[src/rtl/shift_deserializer_pkg.sv]
// -----------------------------------------------------------------------------
// shift_deser_pkg
// Shared types and constants for the serial-to-parallel deserializer.
//   DEFAULT_WIDTH : default word width in bits
//   DEFAULT_DEPTH : default output buffer depth in words
//   deser_state_e : collector FSM states. PARITY is present only when
//                   SERIAL_PARITY_EN is defined.
//   even_parity() : XOR-reduction helper for the optional parity check.
// Optional feature macro: SERIAL_PARITY_EN
// -----------------------------------------------------------------------------
package shift_deser_pkg;

  localparam int DEFAULT_WIDTH = 4;
  localparam int DEFAULT_DEPTH = 2;

`ifdef SERIAL_PARITY_EN
  typedef enum logic [0:0] {
    ST_COLLECT = 1'b0,
    ST_PARITY  = 1'b1
  } deser_state_e;
`else
  typedef enum logic [0:0] {
    ST_COLLECT = 1'b0
  } deser_state_e;
`endif

  // Even-parity bit for up to 16 data bits (caller zero-extends narrower words).
  function automatic logic even_parity(input logic [15:0] i_data);
    return ^i_data;
  endfunction

endpackage

[src/rtl/shift_deserializer_if.sv]
// -----------------------------------------------------------------------------
// shift_deserializer_if
// Bundles the serial input, the parallel valid/ready output and the status
// flags of the deserializer.
//   serial_data_in    : serial bit stream (producer -> deserializer)
//   shift_en          : qualifies serial_data_in, one bit per cycle
//   data_ready        : consumer accepts the presented word
//   parallel_data_out : oldest buffered word
//   data_valid        : parallel_data_out holds a valid word
//   overflow          : sticky, a completed word was dropped (buffer full)
//   parity_err        : sticky, a frame failed its parity check
// Modports: master = stimulus/consumer side, slave = deserializer side.
// -----------------------------------------------------------------------------
import shift_deser_pkg::*;

interface shift_deserializer_if #(
  parameter int WIDTH = DEFAULT_WIDTH
);
  logic             serial_data_in;
  logic             shift_en;
  logic             data_ready;
  logic [WIDTH-1:0] parallel_data_out;
  logic             data_valid;
  logic             overflow;
  logic             parity_err;

  modport master (
    output serial_data_in,
    output shift_en,
    output data_ready,
    input  parallel_data_out,
    input  data_valid,
    input  overflow,
    input  parity_err
  );

  modport slave (
    input  serial_data_in,
    input  shift_en,
    input  data_ready,
    output parallel_data_out,
    output data_valid,
    output overflow,
    output parity_err
  );
endinterface

[src/rtl/shift_deserializer_fifo.sv]
// -----------------------------------------------------------------------------
// deser_fifo
// DEPTH x WIDTH output buffer with registered head word and valid flag.
//   clk, reset   : clock, asynchronous active-high reset
//   i_push       : write i_push_data (accepted when not full, or full + pop)
//   i_push_data  : word to buffer
//   i_pop        : remove the head word
//   o_full       : buffer holds DEPTH words
//   o_empty      : buffer holds no words
//   o_valid      : registered "not empty", aligned with o_data
//   o_data       : registered head (oldest) word
// -----------------------------------------------------------------------------
import shift_deser_pkg::*;

module deser_fifo #(
  parameter int WIDTH = DEFAULT_WIDTH,
  parameter int DEPTH = DEFAULT_DEPTH
) (
  input  logic             clk,
  input  logic             reset,
  input  logic             i_push,
  input  logic [WIDTH-1:0] i_push_data,
  input  logic             i_pop,
  output logic             o_full,
  output logic             o_empty,
  output logic             o_valid,
  output logic [WIDTH-1:0] o_data
);
  localparam int PTR_W = $clog2(DEPTH);
  localparam int CNT_W = PTR_W + 1;

  logic [WIDTH-1:0] r_mem [DEPTH];
  logic [WIDTH-1:0] w_mem_nxt [DEPTH];
  logic [PTR_W-1:0] r_wr_ptr, w_wr_ptr_nxt;
  logic [PTR_W-1:0] r_rd_ptr, w_rd_ptr_nxt;
  logic [CNT_W-1:0] r_count, w_count_nxt;
  logic             r_valid;
  logic [WIDTH-1:0] r_data;
  logic             w_full, w_empty, w_do_push, w_do_pop;

  assign w_full    = (r_count == CNT_W'(DEPTH));
  assign w_empty   = (r_count == {CNT_W{1'b0}});
  assign w_do_pop  = i_pop && !w_empty;
  // A full buffer still takes the new word when the head leaves on the same edge.
  assign w_do_push = i_push && (!w_full || w_do_pop);

  // Next-state computation for storage, pointers and occupancy.
  always_comb begin
    w_mem_nxt    = r_mem;
    w_wr_ptr_nxt = r_wr_ptr;
    w_rd_ptr_nxt = r_rd_ptr;
    w_count_nxt  = r_count;
    if (w_do_push) begin
      w_mem_nxt[r_wr_ptr] = i_push_data;
      w_wr_ptr_nxt        = r_wr_ptr + PTR_W'(1);
    end else begin
      w_wr_ptr_nxt = r_wr_ptr;
    end
    if (w_do_pop) begin
      w_rd_ptr_nxt = r_rd_ptr + PTR_W'(1);
    end else begin
      w_rd_ptr_nxt = r_rd_ptr;
    end
    case ({w_do_push, w_do_pop})
      2'b10:   w_count_nxt = r_count + CNT_W'(1);
      2'b01:   w_count_nxt = r_count - CNT_W'(1);
      default: w_count_nxt = r_count;
    endcase
  end

  // Storage and registered head-of-queue outputs.
  always_ff @(posedge clk or posedge reset) begin
    if (reset) begin
      for (int i = 0; i < DEPTH; i++) begin
        r_mem[i] <= {WIDTH{1'b0}};
      end
      r_wr_ptr <= {PTR_W{1'b0}};
      r_rd_ptr <= {PTR_W{1'b0}};
      r_count  <= {CNT_W{1'b0}};
      r_valid  <= 1'b0;
      r_data   <= {WIDTH{1'b0}};
    end else begin
      r_mem    <= w_mem_nxt;
      r_wr_ptr <= w_wr_ptr_nxt;
      r_rd_ptr <= w_rd_ptr_nxt;
      r_count  <= w_count_nxt;
      // Head word is pre-fetched from next-state storage so it is valid
      // on the very cycle after the first push.
      r_valid  <= (w_count_nxt != {CNT_W{1'b0}});
      r_data   <= w_mem_nxt[w_rd_ptr_nxt];
    end
  end

  assign o_full  = w_full;
  assign o_empty = w_empty;
  assign o_valid = r_valid;
  assign o_data  = r_data;

endmodule

[src/rtl/shift_deserializer.sv]
// -----------------------------------------------------------------------------
// shift_deserializer
// Assembles a serial bit stream (MSB first) into WIDTH-bit words and queues
// them in a DEPTH-word buffer with a valid/ready output handshake.
//   clk   : single clock, rising edge
//   reset : asynchronous active-high reset
//   bus   : shift_deserializer_if.slave (serial input, shift_en, data_ready,
//           parallel_data_out, data_valid, overflow, parity_err)
// Optional feature macro: SERIAL_PARITY_EN -- each frame carries one extra
// even-parity bit; failing frames are dropped and raise parity_err.
// Without it parity_err is tied low.
// -----------------------------------------------------------------------------
import shift_deser_pkg::*;

module shift_deserializer #(
  parameter int WIDTH = DEFAULT_WIDTH,
  parameter int DEPTH = DEFAULT_DEPTH
) (
  input  logic                clk,
  input  logic                reset,
  shift_deserializer_if.slave bus
);
  localparam int              CNT_W    = $clog2(WIDTH);
  localparam logic [CNT_W-1:0] LAST_BIT = CNT_W'(WIDTH - 1);

  deser_state_e     r_state, w_state_nxt;
  logic [CNT_W-1:0] r_bit_cnt;
  // Only WIDTH-1 bits are stored: the final bit completes the word directly.
  logic [WIDTH-2:0] r_shift;
  logic [WIDTH-1:0] w_word;
  logic             w_last_bit;
  logic             w_collect;
  logic             w_push;
  logic [WIDTH-1:0] w_push_data;
  logic             w_pop;
  logic             w_drop;
  logic             w_fifo_full, w_fifo_empty, w_fifo_valid;
  logic [WIDTH-1:0] w_fifo_data;
  logic             r_overflow;
`ifdef SERIAL_PARITY_EN
  logic [WIDTH-1:0] r_word;
  logic [15:0]      w_par_vec;
  logic             w_parity_fail;
  logic             r_parity_err;
`endif

  assign w_word     = {r_shift, bus.serial_data_in};
  assign w_last_bit = (r_bit_cnt == LAST_BIT);

  // FSM state register.
  always_ff @(posedge clk or posedge reset) begin
    if (reset) begin
      r_state <= ST_COLLECT;
    end else begin
      r_state <= w_state_nxt;
    end
  end

  // FSM next-state logic.
  always_comb begin
    w_state_nxt = r_state;
    case (r_state)
      ST_COLLECT: begin
`ifdef SERIAL_PARITY_EN
        if (bus.shift_en && w_last_bit) begin
          w_state_nxt = ST_PARITY;
        end else begin
          w_state_nxt = ST_COLLECT;
        end
`else
        w_state_nxt = ST_COLLECT;
`endif
      end
`ifdef SERIAL_PARITY_EN
      ST_PARITY: begin
        if (bus.shift_en) begin
          w_state_nxt = ST_COLLECT;
        end else begin
          w_state_nxt = ST_PARITY;
        end
      end
`endif
      default: w_state_nxt = ST_COLLECT;
    endcase
  end

  // FSM outputs: shift strobe, buffer push and parity verdict.
  always_comb begin
    w_collect   = 1'b0;
    w_push      = 1'b0;
    w_push_data = w_word;
`ifdef SERIAL_PARITY_EN
    w_parity_fail          = 1'b0;
    w_par_vec              = 16'h0000;
    w_par_vec[WIDTH-1:0]   = r_word;
`endif
    case (r_state)
      ST_COLLECT: begin
        w_collect = bus.shift_en;
`ifndef SERIAL_PARITY_EN
        if (bus.shift_en && w_last_bit) begin
          w_push = 1'b1;
        end else begin
          w_push = 1'b0;
        end
`endif
      end
`ifdef SERIAL_PARITY_EN
      ST_PARITY: begin
        w_push_data = r_word;
        if (bus.shift_en) begin
          if (even_parity(w_par_vec) == bus.serial_data_in) begin
            w_push = 1'b1;
          end else begin
            w_parity_fail = 1'b1;
          end
        end else begin
          w_push = 1'b0;
        end
      end
`endif
      default: begin
        w_collect = 1'b0;
        w_push    = 1'b0;
      end
    endcase
  end

  // Shift register and bit counter; both hold on shift_en=0 cycles.
  always_ff @(posedge clk or posedge reset) begin
    if (reset) begin
      r_shift   <= {(WIDTH-1){1'b0}};
      r_bit_cnt <= {CNT_W{1'b0}};
    end else if (w_collect) begin
      r_shift <= w_word[WIDTH-2:0];
      if (w_last_bit) begin
        r_bit_cnt <= {CNT_W{1'b0}};
      end else begin
        r_bit_cnt <= r_bit_cnt + CNT_W'(1);
      end
    end
  end

`ifdef SERIAL_PARITY_EN
  // Completed data word parked here while its parity bit arrives.
  always_ff @(posedge clk or posedge reset) begin
    if (reset) begin
      r_word <= {WIDTH{1'b0}};
    end else if (w_collect && w_last_bit) begin
      r_word <= w_word;
    end
  end
`endif

  assign w_pop  = w_fifo_valid && bus.data_ready && !w_fifo_empty;
  assign w_drop = w_push && w_fifo_full && !w_pop;

  deser_fifo #(
    .WIDTH (WIDTH),
    .DEPTH (DEPTH)
  ) u_fifo (
    .clk         (clk),
    .reset       (reset),
    .i_push      (w_push),
    .i_push_data (w_push_data),
    .i_pop       (w_pop),
    .o_full      (w_fifo_full),
    .o_empty     (w_fifo_empty),
    .o_valid     (w_fifo_valid),
    .o_data      (w_fifo_data)
  );

  // Sticky error flags, cleared only by reset.
  always_ff @(posedge clk or posedge reset) begin
    if (reset) begin
      r_overflow <= 1'b0;
    end else begin
      r_overflow <= r_overflow | w_drop;
    end
  end

`ifdef SERIAL_PARITY_EN
  // Sticky parity error flag.
  always_ff @(posedge clk or posedge reset) begin
    if (reset) begin
      r_parity_err <= 1'b0;
    end else begin
      r_parity_err <= r_parity_err | w_parity_fail;
    end
  end
  assign bus.parity_err = r_parity_err;
`else
  assign bus.parity_err = 1'b0;
`endif

  assign bus.parallel_data_out = w_fifo_data;
  assign bus.data_valid        = w_fifo_valid;
  assign bus.overflow          = r_overflow;

endmodule

[src/flat_wrapper.sv]
// flat-port wrapper written by rule: the top's interface ports become plain ports
module shift_deserializer_flat 
#(
  parameter int WIDTH = DEFAULT_WIDTH,
  parameter int DEPTH = DEFAULT_DEPTH
)
  (clk, reset, bus_serial_data_in, bus_shift_en, bus_data_ready, bus_parallel_data_out, bus_data_valid, bus_overflow, bus_parity_err);
  shift_deserializer_if #(.WIDTH(WIDTH)) bus_i ();
  input  logic clk;
  input  logic reset;
  input wire logic [$bits(bus_i.serial_data_in)-1:0] bus_serial_data_in;
  input wire logic [$bits(bus_i.shift_en)-1:0] bus_shift_en;
  input wire logic [$bits(bus_i.data_ready)-1:0] bus_data_ready;
  output wire logic [$bits(bus_i.parallel_data_out)-1:0] bus_parallel_data_out;
  output wire logic [$bits(bus_i.data_valid)-1:0] bus_data_valid;
  output wire logic [$bits(bus_i.overflow)-1:0] bus_overflow;
  output wire logic [$bits(bus_i.parity_err)-1:0] bus_parity_err;
  assign bus_i.serial_data_in = bus_serial_data_in;
  assign bus_i.shift_en = bus_shift_en;
  assign bus_i.data_ready = bus_data_ready;
  assign bus_parallel_data_out = bus_i.parallel_data_out;
  assign bus_data_valid = bus_i.data_valid;
  assign bus_overflow = bus_i.overflow;
  assign bus_parity_err = bus_i.parity_err;
  shift_deserializer #(.WIDTH(WIDTH), .DEPTH(DEPTH)) u_core (.clk(clk), .reset(reset), .bus(bus_i));
endmodule
[config.mk]
export PLATFORM = sky130hd
export DESIGN_NAME = shift_deserializer_flat
export DESIGN_NICKNAME = d
export VERILOG_FILES = /design/src/rtl/shift_deserializer_pkg.sv /design/src/rtl/shift_deserializer_if.sv /design/src/rtl/shift_deserializer_fifo.sv /design/src/rtl/shift_deserializer.sv /design/src/flat_wrapper.sv
export SDC_FILE = /design/constraint.sdc
export NUM_CORES = 1
export LEC_CHECK = 0
export BUFFER_PORTS_ARGS = -buffer_cell sky130_fd_sc_hd__buf_2
export CAP_MARGIN = 20
export CORE_UTILIZATION = 59
export CTS_BUF_LIST = sky130_fd_sc_hd__clkbuf_8
export DETAILED_ROUTE_END_ITERATION = 10
export PLACE_DENSITY = 0.87
export SYNTH_ARGS = -nofsm -noshare
export SYNTH_HDL_FRONTEND = slang
export SYNTH_SLANG_ARGS = --single-unit
[constraint.sdc]
create_clock -name clk -period 2 [get_ports clk]
set_clock_uncertainty 0.2 [all_clocks]
set_input_delay 0.1 -clock clk [delete_from_list [all_inputs] [get_ports clk]]
set_output_delay 0.1 -clock clk [all_outputs]
set_load 0.01 [all_outputs]
# --- Word-level counts from Yosys, hierarchy flattened ---
# Cells that the tools add are included.
word_totals:
  register_bits: 23
  inputBits: 5
  output_inout_bits: 7
  word_cells: 50
op_classes:
  addsub: 5
  order_cmp: 3
  n_eq_ne: 4
  mux: 11
  n_bitwise: 3
  n_reduce_logical: 14
ops:
  columns: ["cell", "n"]
  rows:
  - ["2-to-1 mux 4 bit", 4]
  - ["bitwise mux 8 bit", 1]
  - ["logical AND 1 bit", 8]
  - ["2-to-1 mux 8 bit", 1]
  - ["equality test 2 bit, second input constant", 3]
  - ["adder 2 x 1 -> 2 bit, second input constant", 2]
  - ["demux 4 bit (select 1 bit)", 1]
  - [">= comparator 2 bit, second input constant", 2]
  - ["NOT 1 -> 2 bit", 2]
  - ["one-hot mux 2 bit (2 select lines)", 1]
  - ["logical NOT 1 bit", 3]
  - ["adder 1 bit, second input constant", 2]
  - ["equality test 2 x 1 -> 1 bit, second input constant", 1]
  - ["logical NOT 2 bit", 1]
  - ["less-than comparator 2 x 1 -> 1 bit, second input constant", 1]
  - ["2-to-1 mux 1 bit", 2]
  - ["2-to-1 mux 2 bit", 1]
  - ["nonzero test 2 bit", 1]
  - ["subtractor 2 x 1 -> 2 bit, second input constant", 1]
  - ["logical OR 1 bit", 1]
  - ["bitwise OR 1 bit", 1]

# --- Depth between registers and ports, before layout ---
# Gate-level depths: netlist (run 1).
depth:
  ltp_word: 10
  depth_mapped: 8
  ltp_nobuf: 8

# --- Hierarchy ---
# Synthesis (run 1) repeated with hierarchy kept, for this count alone.
hier_totals:
  cells_unflattened: 90
  hier_area_um2: 1064.8
modules_own_cells:
  columns: ["module", "n_inst", "cells_each", "area_per_inst_um2", "seq_area_each_um2"]
  rows:
  - ["deser_fifo", 1, 70, 798.3, 425.4]
  - ["shift_deserializer", 1, 20, 266.5, 150.1]

# --- Least setup slack after synthesis (run 1) ---
# No wires, ideal clock.
synth_timing:
  path_kind: "register to register"
  from: "register u_core.u_fifo.r_count[1]"
  to: "register u_core.u_fifo.r_valid (netlist: u_core.u_fifo.o_valid)"
  setup_ps: 124
  t_arrival_ps: 1494
  t_required_ps: 1676
  slack_ps: 182
  stages_incl_launch_ff: 9
  path_buffers: 0
  synth_period_minus_slack_ps: 1818
  path_cell_list: "dfrtp_1 > nor2b_2 > nand2_1 > nand3_1 > ha_1 > xnor2_1 > nor2_1 > xor2_1 > or2_1"
synth_via:
  elab_chain_len: 9
  elab_cells_between_ends: 14
  cone_classes: "add/sub: 2; eq/ne: 3; mux: 1; reduce/logical: 8"
synth_rtl:
  columns: ["item", "line", "text"]
  rows:
  - ["from (decl)", "shift_deserializer_fifo.sv:36", "logic [CNT_W-1:0] r_count, w_count_nxt;"]
  - ["from (signal assigned)", "shift_deserializer_fifo.sv:79", "r_count <= {CNT_W{1'b0}};"]
  - ["from (signal assigned)", "shift_deserializer_fifo.sv:86", "r_count <= w_count_nxt;"]
  - ["logical NOT 2 bit", "shift_deserializer_fifo.sv:42", "assign w_empty = (r_count == {CNT_W{1'b0}});"]
  - ["logical NOT 1 bit", "shift_deserializer_fifo.sv:43, shift_deserializer.sv:155", null]
  - ["logical AND 1 bit", "shift_deserializer.sv:155", "assign w_pop = w_fifo_valid && bus.data_ready && !w_fifo_empty;"]
  - ["logical AND 1 bit", "shift_deserializer_fifo.sv:43", "assign w_do_pop = i_pop && !w_empty;"]
  - ["logical OR 1 bit", "shift_deserializer_fifo.sv:45", "assign w_do_push = i_push && (!w_full || w_do_pop);"]
  - ["logical AND 1 bit", "shift_deserializer_fifo.sv:45", null]
  - ["equality test 2 x 1 -> 1 bit or equality test 2 bit (tied branches)", "shift_deserializer_fifo.sv:64", "case ({w_do_push, w_do_pop})"]
  - ["one-hot mux 2 bit (2 select lines) (*)", "shift_deserializer_fifo.sv:64", null]
  - ["net u_core.u_fifo.w_count_nxt[1]", "shift_deserializer_fifo.sv:36", null]
  - ["nonzero test 2 bit (*)", "shift_deserializer_fifo.sv:89", "r_valid <= (w_count_nxt != {CNT_W{1'b0}});"]
  - ["to (signal assigned)", "shift_deserializer_fifo.sv:89", null]
  - ["to (decl)", "shift_deserializer_fifo.sv:37", "logic r_valid;"]
# Mark *: on every way through the listed nets, which the timed path passes. The rest lies on a longest branch.
# A chain may end at the register's enable or synchronous reset.

# --- Final worst setup path (run 1) ---
layout_timing:
  from: "register u_core.u_fifo.r_count[0]"
  to: "register u_core.u_fifo.r_valid (netlist: u_core.u_fifo.o_valid)"
# Same word-level chain as after synthesis.

==> flow_summary.ini, run 1 <==
[outcome]
status = finished, violations left
violations = hold timing

[logic_synthesis]
synth_nets = 79
synth_edf_count = 0
synth_cell_types = 24
synth.avg_cell_area_um2 = 14.4
yosysTopAreaCell = dfrtp_1
ys_warn_count = 0
synthCells = 72
netlist.area_leader.share_pct = 55.7
synthTopCellsByArea = dfrtp_1 56%, mux2_1 8.7%, mux2_2 5.4%
async_reset_ff_share_pct = 100
syn_area_um2 = 1030
synth_seq_area_share_pct = 55.7
synth.ff_latch_count = 23
synthFlopType = dfrtp_1

[cts]
cts_buffers = 3
path_clk_slew_ps = 80
htreeDepth = 1
clkLatencyLatePin_ps = 260
cts_buffer_depth = 2
cts_tree = built
cts_sinks = 23
cts_root_buffer = clkbuf_8

[cells_and_area]
fin_util_pct = 74.6
antenna_cells = 0
area_growth_pct = 13.8
nNetsFinal = 96
final_cell_mix = 23 x dfrtp_1, 10 x buf_2, 8 x mux2_1, 5 x mux2_2
drive_above_1_share_pct = 31.8
final_common_cell = dfrtp_1

[floorplanning]
floorplan.initialDensity_pct = 65.6
die_area_um2 = 1920
core-area_um2 = 1580
rows = 14
die_y_um = 43.9
ios = 12
die_x_um = 43.9

[sta]
rsz0062_at_grt = false
hold_ws_ps = -1.70
fin_ws_ps = 130
finalHoldViolCount = 1
fin_crit_ps = 1870
fin_setup_tns_ps = 0
final-setup-viol-count = 0
clock.fmax_mhz = 535
slew_violations = 0
timing.final.crit_share_pct = 93.5

[power]
power_uw = 1910
powerDensity_nw_per_um2 = 1630
p_leak_uw = 0.000518
ir_drop_mv = 0.883

[job]
maxCapViolations = 0

[placed_design]
dpl.hpwl_mm = 1.10
dpl_worst_slack_ps = 95.0
io_buffers = 10
gp_routability_congestion = 0.741

[route]
vias_per_cell = 5.76
routed_wl_mm = 1.58
firstDrtPassIters = 6
drc = 0
post_drt_wl_per_cell_um = 15.2
detail-route-antenna-nets = 0
first_iter_violations = 5
num_vias = 599

[critical_path]
required_ps = 1960
start_kind = flip-flop
path_class = reg2reg
worst-path-max-fanout = 4
rrSetupSlack_ps = 130
cp-end-kind = flip-flop
arrival_ps = 1830

[global_route]
antenna_found_initial = 0
grt_use_total_pct = 19.9
grt_pass1_wl_mm = 2.68
grt_max_degree = 24
grt_overflow = 0
grt_pass1_vias = 632

[worst_hold_path]
hp-class = in2reg
-- cell families (layout without fill, tap and decap cells) --
group | after synthesis | after routing | synth area share [%]
compound gates | 8 | 8 | 9.56
mux | 13 | 13 | 14.2
simple gates | 15 | 15 | 7.87
fa+ha+maj | 2 | 2 | 2.42
xor+xnor | 7 | 7 | 7.75
other cells | 1 | 1 | 0.363
flops | 23 | 23 | 55.7
buf+inv | 3 | 19 | 2.18
-- critical path, stage by stage, from the launching register on --
cell     delay, ps
dfrtp_1        470
nor2b_4        200
nand2_1        120
nand3_2        100
ha_1           160
xnor2_1        110
nor2_1          60
xor2_1         140
or2_1          200
-- what timing repair did --
| action | 4_1_cts | 5_1_grt |
|---|---|---|
| resized for setup | 0 | 2 |
| hold endpoints to repair | 27 | 0 |
| setup buffers | 0 | 0 |
| endpoints found under the setup margin | 0 | 1 |
| hold buffers | 2 | 0 |
-- registers in the layout (all words and copies together), names as in the netlist --
signal                  count
u_core.bus.overflow         1
u_core.u_fifo.r_mem         8
u_core.u_fifo.r_wr_ptr      1
u_core.u_fifo.r_rd_ptr      1
u_core.u_fifo.r_count       2
u_core.r_shift              3
u_core.r_bit_cnt            2
u_core.u_fifo.o_data        4
u_core.u_fifo.o_valid       1
-- cell type report --
cell class                 instances  area [um^2]
timing repair buffer              14         85.1
fill                             101          400
multi-input combinational         46          445
inverter                           1         3.75
clock buffer                       3         41.3
sequential                        23          576
tap                               16         20.0
clock inverter                     1         5.00
-- cell usage after synthesis, types with 2 or more instances --
library cell and number:
nand3_1 2, mux2_1 8, nand2_1 3, mux2_2 5, dfrtp_1 23, xor2_1 2, or3_1 4, nor2_1 2
o221a_1 4, xnor2_1 4, ha_1 2
-- per-layer routing --
metal	global-route usage, %	part of all wire, %	routed length (um)	up-vias
met5	0	0	0	-
li1	-	-	-	286
met4	11.5	1.5	24	0
met2	32.2	48	757	15
met3	4.17	3.6	57	4
met1	24.6	47	744	294
-- per-stage QoR --
step / hold WS [ps] / instances / instance area (um^2)
final: -1.70 / 104 / 1180
after global routing: 30.8 / 104 / 1180
after CTS: 30.4 / 104 / 1170
after detailed placement: -50.2 / 98 / 1100
after global placement: -55.0 / 98 / 1100
after floorplan: -98.1 / 72 / 1030
-- power breakdown --
group / internal (uW) / total, uW / switching [uW]
clock: 139 / 287 / 148
combinational: 427 / 778 / 351
sequential: 688 / 848 / 160
-- worst paths after layout --
path	from	endpoint	cells after the start
max	u_core.u_fifo.r_count[0]	u_core.u_fifo.o_valid	8
max in group asynchronous	reset	u_core.u_fifo.r_wr_ptr	4
min	bus_shift_en	u_core.u_fifo.r_wr_ptr	3
min reg2reg	u_core.bus.overflow	u_core.bus.overflow	1
min in group asynchronous	reset	u_core.u_fifo.o_data[2]	4
max reg2reg	u_core.u_fifo.r_count[0]	u_core.u_fifo.o_valid	8
No activity file was read; power rests on OpenSTA's default activity.
==> run 2, diff against run 1 <==
--- a/config.mk
+++ b/config.mk
@@ -5,7 +5,7 @@
 export SDC_FILE = /design/constraint.sdc
 export NUM_CORES = 1
 export LEC_CHECK = 0
-export BUFFER_PORTS_ARGS = -buffer_cell sky130_fd_sc_hd__buf_2
+export BUFFER_PORTS_ARGS = -buffer_cell sky130_fd_sc_hd__buf_4
 export CAP_MARGIN = 20
 export CORE_UTILIZATION = 59
 export CTS_BUF_LIST = sky130_fd_sc_hd__clkbuf_8
==> flow_summary.ini, run 2 (synthesis results as in run 1) <==
[outcome]
status = finished, violations left
violations = DRC

[route]
num_vias = 603
post_drt_wl_per_cell_um = 14.4
detail-route-antenna-nets = 0
firstDrtPassIters = 7
drc = 2
first_iter_violations = 11
vias_per_cell = 5.64
routed_wl_mm = 1.55

[critical_path]
cp-end-kind = flip-flop
cp.depth = 7
r2r-end = u_core.u_fifo.o_valid
required_ps = 1950
path_class = reg2reg
crit_start = u_core.u_fifo.r_count[1]
arrival_ps = 1830
critPathSlowestCell = dfrtp_1
critPathCapture = u_core.u_fifo.o_valid
rrSetupSlack_ps = 120
start_kind = flip-flop
worst-path-max-fanout = 3
rr_worst_depth = 7
crit_buf_inv = 0
crit_family = simple AND/OR/NAND/NOR gates
r2r-start = u_core.u_fifo.r_count[1]
slowest_delay_ps = 420
worstPathCellList = nor2b_4, nand2_1, nand3_1, ha_1, nor2_1, xor2_1, or2_1

[floorplanning]
die_y_um = 43.9
die_area_um2 = 1920
ios = 12
floorplan.initialDensity_pct = 65.6
rows = 14
core-area_um2 = 1580
die_x_um = 43.9

[sta]
slew_violations = 0
fin_crit_ps = 1880
clock.fmax_mhz = 531
fin_ws_ps = 117
finalHoldViolCount = 0
final-setup-viol-count = 0
timing.final.crit_share_pct = 94.1
rsz0062_at_grt = false
fin_setup_tns_ps = 0

[cells_and_area]
nNetsFinal = 99
drive_above_1_share_pct = 31.9
final_cell_mix = 22 x dfrtp_1, 14 x buf_4, 8 x mux2_1, 5 x mux2_2
largest_register_ffs = 8
area_growth_pct = 18.2
final_common_cell = dfrtp_1
antenna_cells = 0
top_register = u_core.u_fifo.r_mem

[cts]
cts_tree = built
htreeDepth = 1
cts_sinks = 23
clkLatencyLatePin_ps = 260
path_clk_slew_ps = 80
cts_root_buffer = clkbuf_8
cts_buffers = 3
cts_buffer_depth = 2

[global_route]
grt_pass1_vias = 610
grt_pass1_wl_mm = 2.62
antenna_found_initial = 0
grt_overflow = 0
grt_use_total_pct = 19.1
grt_max_degree = 24

[power]
p_leak_uw = 0.000540
powerDensity_nw_per_um2 = 1610
ir_drop_mv = 0.992

[placed_design]
gp_routability_congestion = 0.813
io_buffers = 10
dpl.hpwl_mm = 1.11
dpl_worst_slack_ps = 25.6

[job]
maxCapViolations = 0

[worst_hold_path]
hp-class = in2reg
-- run 2: where the power goes --
group          switching (uW)  total [uW]  internal, uW  leakage [uW]
sequential                154         845           690      0.000272
combinational             360         847           487      0.000241
clock                     137         274           137     0.0000269
total                     651        1970          1310      0.000540
-- run 2: per-stage QoR --
step	std cells	util, %	instance area [um^2]	power, uW	hold WS [ps]
6_report	107	77.5	1220	1970	66.0
5_1_grt	107	77.5	1220	2100	71.1
4_1_cts	104	75.6	1190	1920	61.6
3_5_place_dp	97	70.9	1120	1640	-37.5
3_3_place_gp	97	70.9	1120	1600	-42.0
2_1_floorplan	72	-	1030	1430	-98.1
-- run 2: worst min-delay path by stage --
stage | from | to | slack, ps | depth (start not counted)
after floorplan | reset | u_core.bus.overflow | -100 | 1
after global placement | reset | u_core.u_fifo.o_data[1] | -40 | 3
after detailed placement | reset | u_core.u_fifo.o_valid | -40 | 3
after CTS | bus_data_ready | u_core.u_fifo.r_rd_ptr | 60 | 3
after global routing | bus_data_ready | u_core.u_fifo.r_rd_ptr | 70 | 3
final | bus_data_ready | u_core.u_fifo.r_rd_ptr | 70 | 3
-- run 2: tightest hold or removal path, cell delays in order --
cell and delay [ps]:
buf_4 90, o211a_4 200, xor2_4 90
-- run 2: per-layer routing --
metal,share of wire [%],track usage (%),vias up
met2,49,29.9,13
met4,0.58,9.09,0
li1,-,-,293
met5,0,0,-
met3,4.3,3.75,2
met1,46,25.8,295
-- run 2: timing repair --
action / CTS / global route
resized for setup: 0 / 2
hold buffers: 3 / 0
setup endpoints to repair: 0 / 1
setup buffers: 0 / 3
endpoints found under the hold margin: 31 / 0
-- run 2: cell type report --
class                   count  area (um^2)
fillers                    98          355
flip-flops and latches     23          577
inverters                   1         3.75
multi-input cells          46          440
well taps                  16         20.0
clock buffers               3         41.3
clock inverters             1         3.75
repair buffers             17          135
==> run 3, diff against run 2 <==
--- a/config.mk
+++ b/config.mk
@@ -11,6 +11,7 @@
 export CTS_BUF_LIST = sky130_fd_sc_hd__clkbuf_8
 export DETAILED_ROUTE_END_ITERATION = 10
 export PLACE_DENSITY = 0.87
+export REMOVE_ABC_BUFFERS = 1
 export SYNTH_ARGS = -nofsm -noshare
 export SYNTH_HDL_FRONTEND = slang
 export SYNTH_SLANG_ARGS = --single-unit
==> flow_summary.ini, run 3 (synthesis results as in run 1) <==
[critical_path]
worst-path-max-fanout = 3
critPathSlowestCell = dfrtp_1
cp-end-kind = flip-flop
worstPathCellList = nor2b_4, nand2_1, nand3_1, ha_1, nor2_1, xor2_1, or2_1
slowest_delay_ps = 420
arrival_ps = 1810
start_kind = flip-flop
required_ps = 1950
path_class = reg2reg

[cells_and_area]
antenna_cells = 0
largest_register_ffs = 8
multi_input_area_um2 = 443
drive_above_1_share_pct = 31.5
seqCellArea_um2 = 577
area_growth_pct = 16.9
fin_util_pct = 76.7
final_common_cell = dfrtp_1
fillCellCount = 110
fin_cells = 105
nNetsFinal = 97
top_register = u_core.u_fifo.r_mem
final_cell_mix = 22 x dfrtp_1, 12 x buf_4, 8 x mux2_1, 5 x mux2_2

[sta]
final-setup-viol-count = 0
finalHoldViolCount = 0
slew_violations = 0
clock.fmax_mhz = 537
fin_crit_ps = 1860
fin_setup_tns_ps = 0
rsz0062_at_grt = false
timing.final.crit_share_pct = 93.0

[floorplanning]
ios = 12
die_y_um = 43.9
rows = 14
die_x_um = 43.9
die_area_um2 = 1920
floorplan.initialDensity_pct = 65.6
core-area_um2 = 1580

[global_route]
grt_pass1_wl_mm = 2.75
antenna_found_initial = 0
grt_overflow = 0
grt_pass1_vias = 600
grt_use_total_pct = 20.2
grt_max_degree = 23

[cts]
cts_buffer_depth = 2
htreeDepth = 1
path_clk_slew_ps = 80
cts_tree = built
cts_buffers = 3
cts_sinks = 23
cts_root_buffer = clkbuf_8
clkLatencyLatePin_ps = 260

[route]
detail-route-antenna-nets = 0
routed_wl_mm = 1.52
firstDrtPassIters = 6
drc = 0
num_vias = 609
post_drt_wl_per_cell_um = 14.5
vias_per_cell = 5.80
first_iter_violations = 6

[power]
swShare_pct = 33.3
p_seq_share_pct = 43.9
powerDensity_nw_per_um2 = 1600
p_switching_uw = 647
p_leak_uw = 0.000531
internal_power_uw = 1290
ir_drop_mv = 1.00
pwr-share-clk_pct = 13.9
combPwrFrac_pct = 42.2

[worst_hold_path]
hp-class = in2reg

[placed_design]
dpl.hpwl_mm = 1.04
gp_routability_congestion = 0.755
io_buffers = 10
placed_cells = 97

[job]
maxCapViolations = 0

[outcome]
status = complete, no violations
## run 3: cell count changes in the layout (fill, tap and decap cells not counted)
cell / previous run / this run
nand2_1: 3 / 2
nand2_2: 1 / 2
buf_4: 14 / 12
## run 3: cell type report
type	instances	area share [%]
clock buffers	3	3.42
clock inverters	1	0.311
inverters	1	0.311
multi-input cells	46	36.6
flip-flops and latches	23	47.7
well taps	16	1.66
repair buffers	15	9.94
## run 3: timing repair
action                                  in CTS  in global routing
resized for setup                            0                  3
endpoints found under the hold margin       31                  0
endpoints found under the setup margin       0                  1
hold buffers                                 3                  0
setup buffers                                0                  1
## run 3: per-layer routing
layer  up-vias  track usage, %  share of wire, %
met1       303            28.4                47
li1        287               -                 -
met2        17            30.7                48
met3         2            5.00               3.7
met5         -               0                 0
met4         0            7.27              0.85
## run 3: stage by stage
step | total power, uW | hold slack [ps] | cell area (um^2) | setup WS, ps
2_1_floorplan | 1420 | -98.1 | 1010 | 182
3_3_place_gp | 1610 | -246 | 1120 | 114
3_5_place_dp | 1630 | -243 | 1120 | 62.7
4_1_cts | 1930 | 35.6 | 1190 | 50.9
5_1_grt | 2080 | 43.8 | 1210 | 8.76
6_report | 1940 | 30.1 | 1210 | 139
## run 3: worst max-delay path, delay by kind of cell (launching register included)
| family | cells | cell delay (ps) |
|---|---|---|
| DFF | 1 | 420 |
| adders and majority gates | 1 | 330 |
| xor gates and xnor gates | 1 | 90 |
| and+or+nand+nor | 5 | 710 |
## run 3: worst paths after layout
| check | startpoint | end | cells past startpoint | slack [ps] |
|---|---|---|---|---|
| max | u_core.u_fifo.r_count[1] | u_core.u_fifo.o_valid | 7 | 140 |
| min | bus_data_ready | u_core.bus.overflow | 4 | 30 |
| max reg2reg | u_core.u_fifo.r_count[1] | u_core.u_fifo.o_valid | 7 | 140 |
| min reg2reg | u_core.bus.overflow | u_core.bus.overflow | 1 | 280 |
| max in group asynchronous | reset | u_core.u_fifo.r_count[0] | 4 | 1100 |
| min in group asynchronous | reset | u_core.u_fifo.o_valid | 3 | 50 |
## run 3: power by group through the flow
stage	clock network [uW]	registers [uW]	logic [uW]
2_1_floorplan	0	852	568
3_3_place_gp	0	840	767
3_5_place_dp	0	848	785
4_1_cts	281	843	804
5_1_grt	300	875	909
6_report	270	850	818
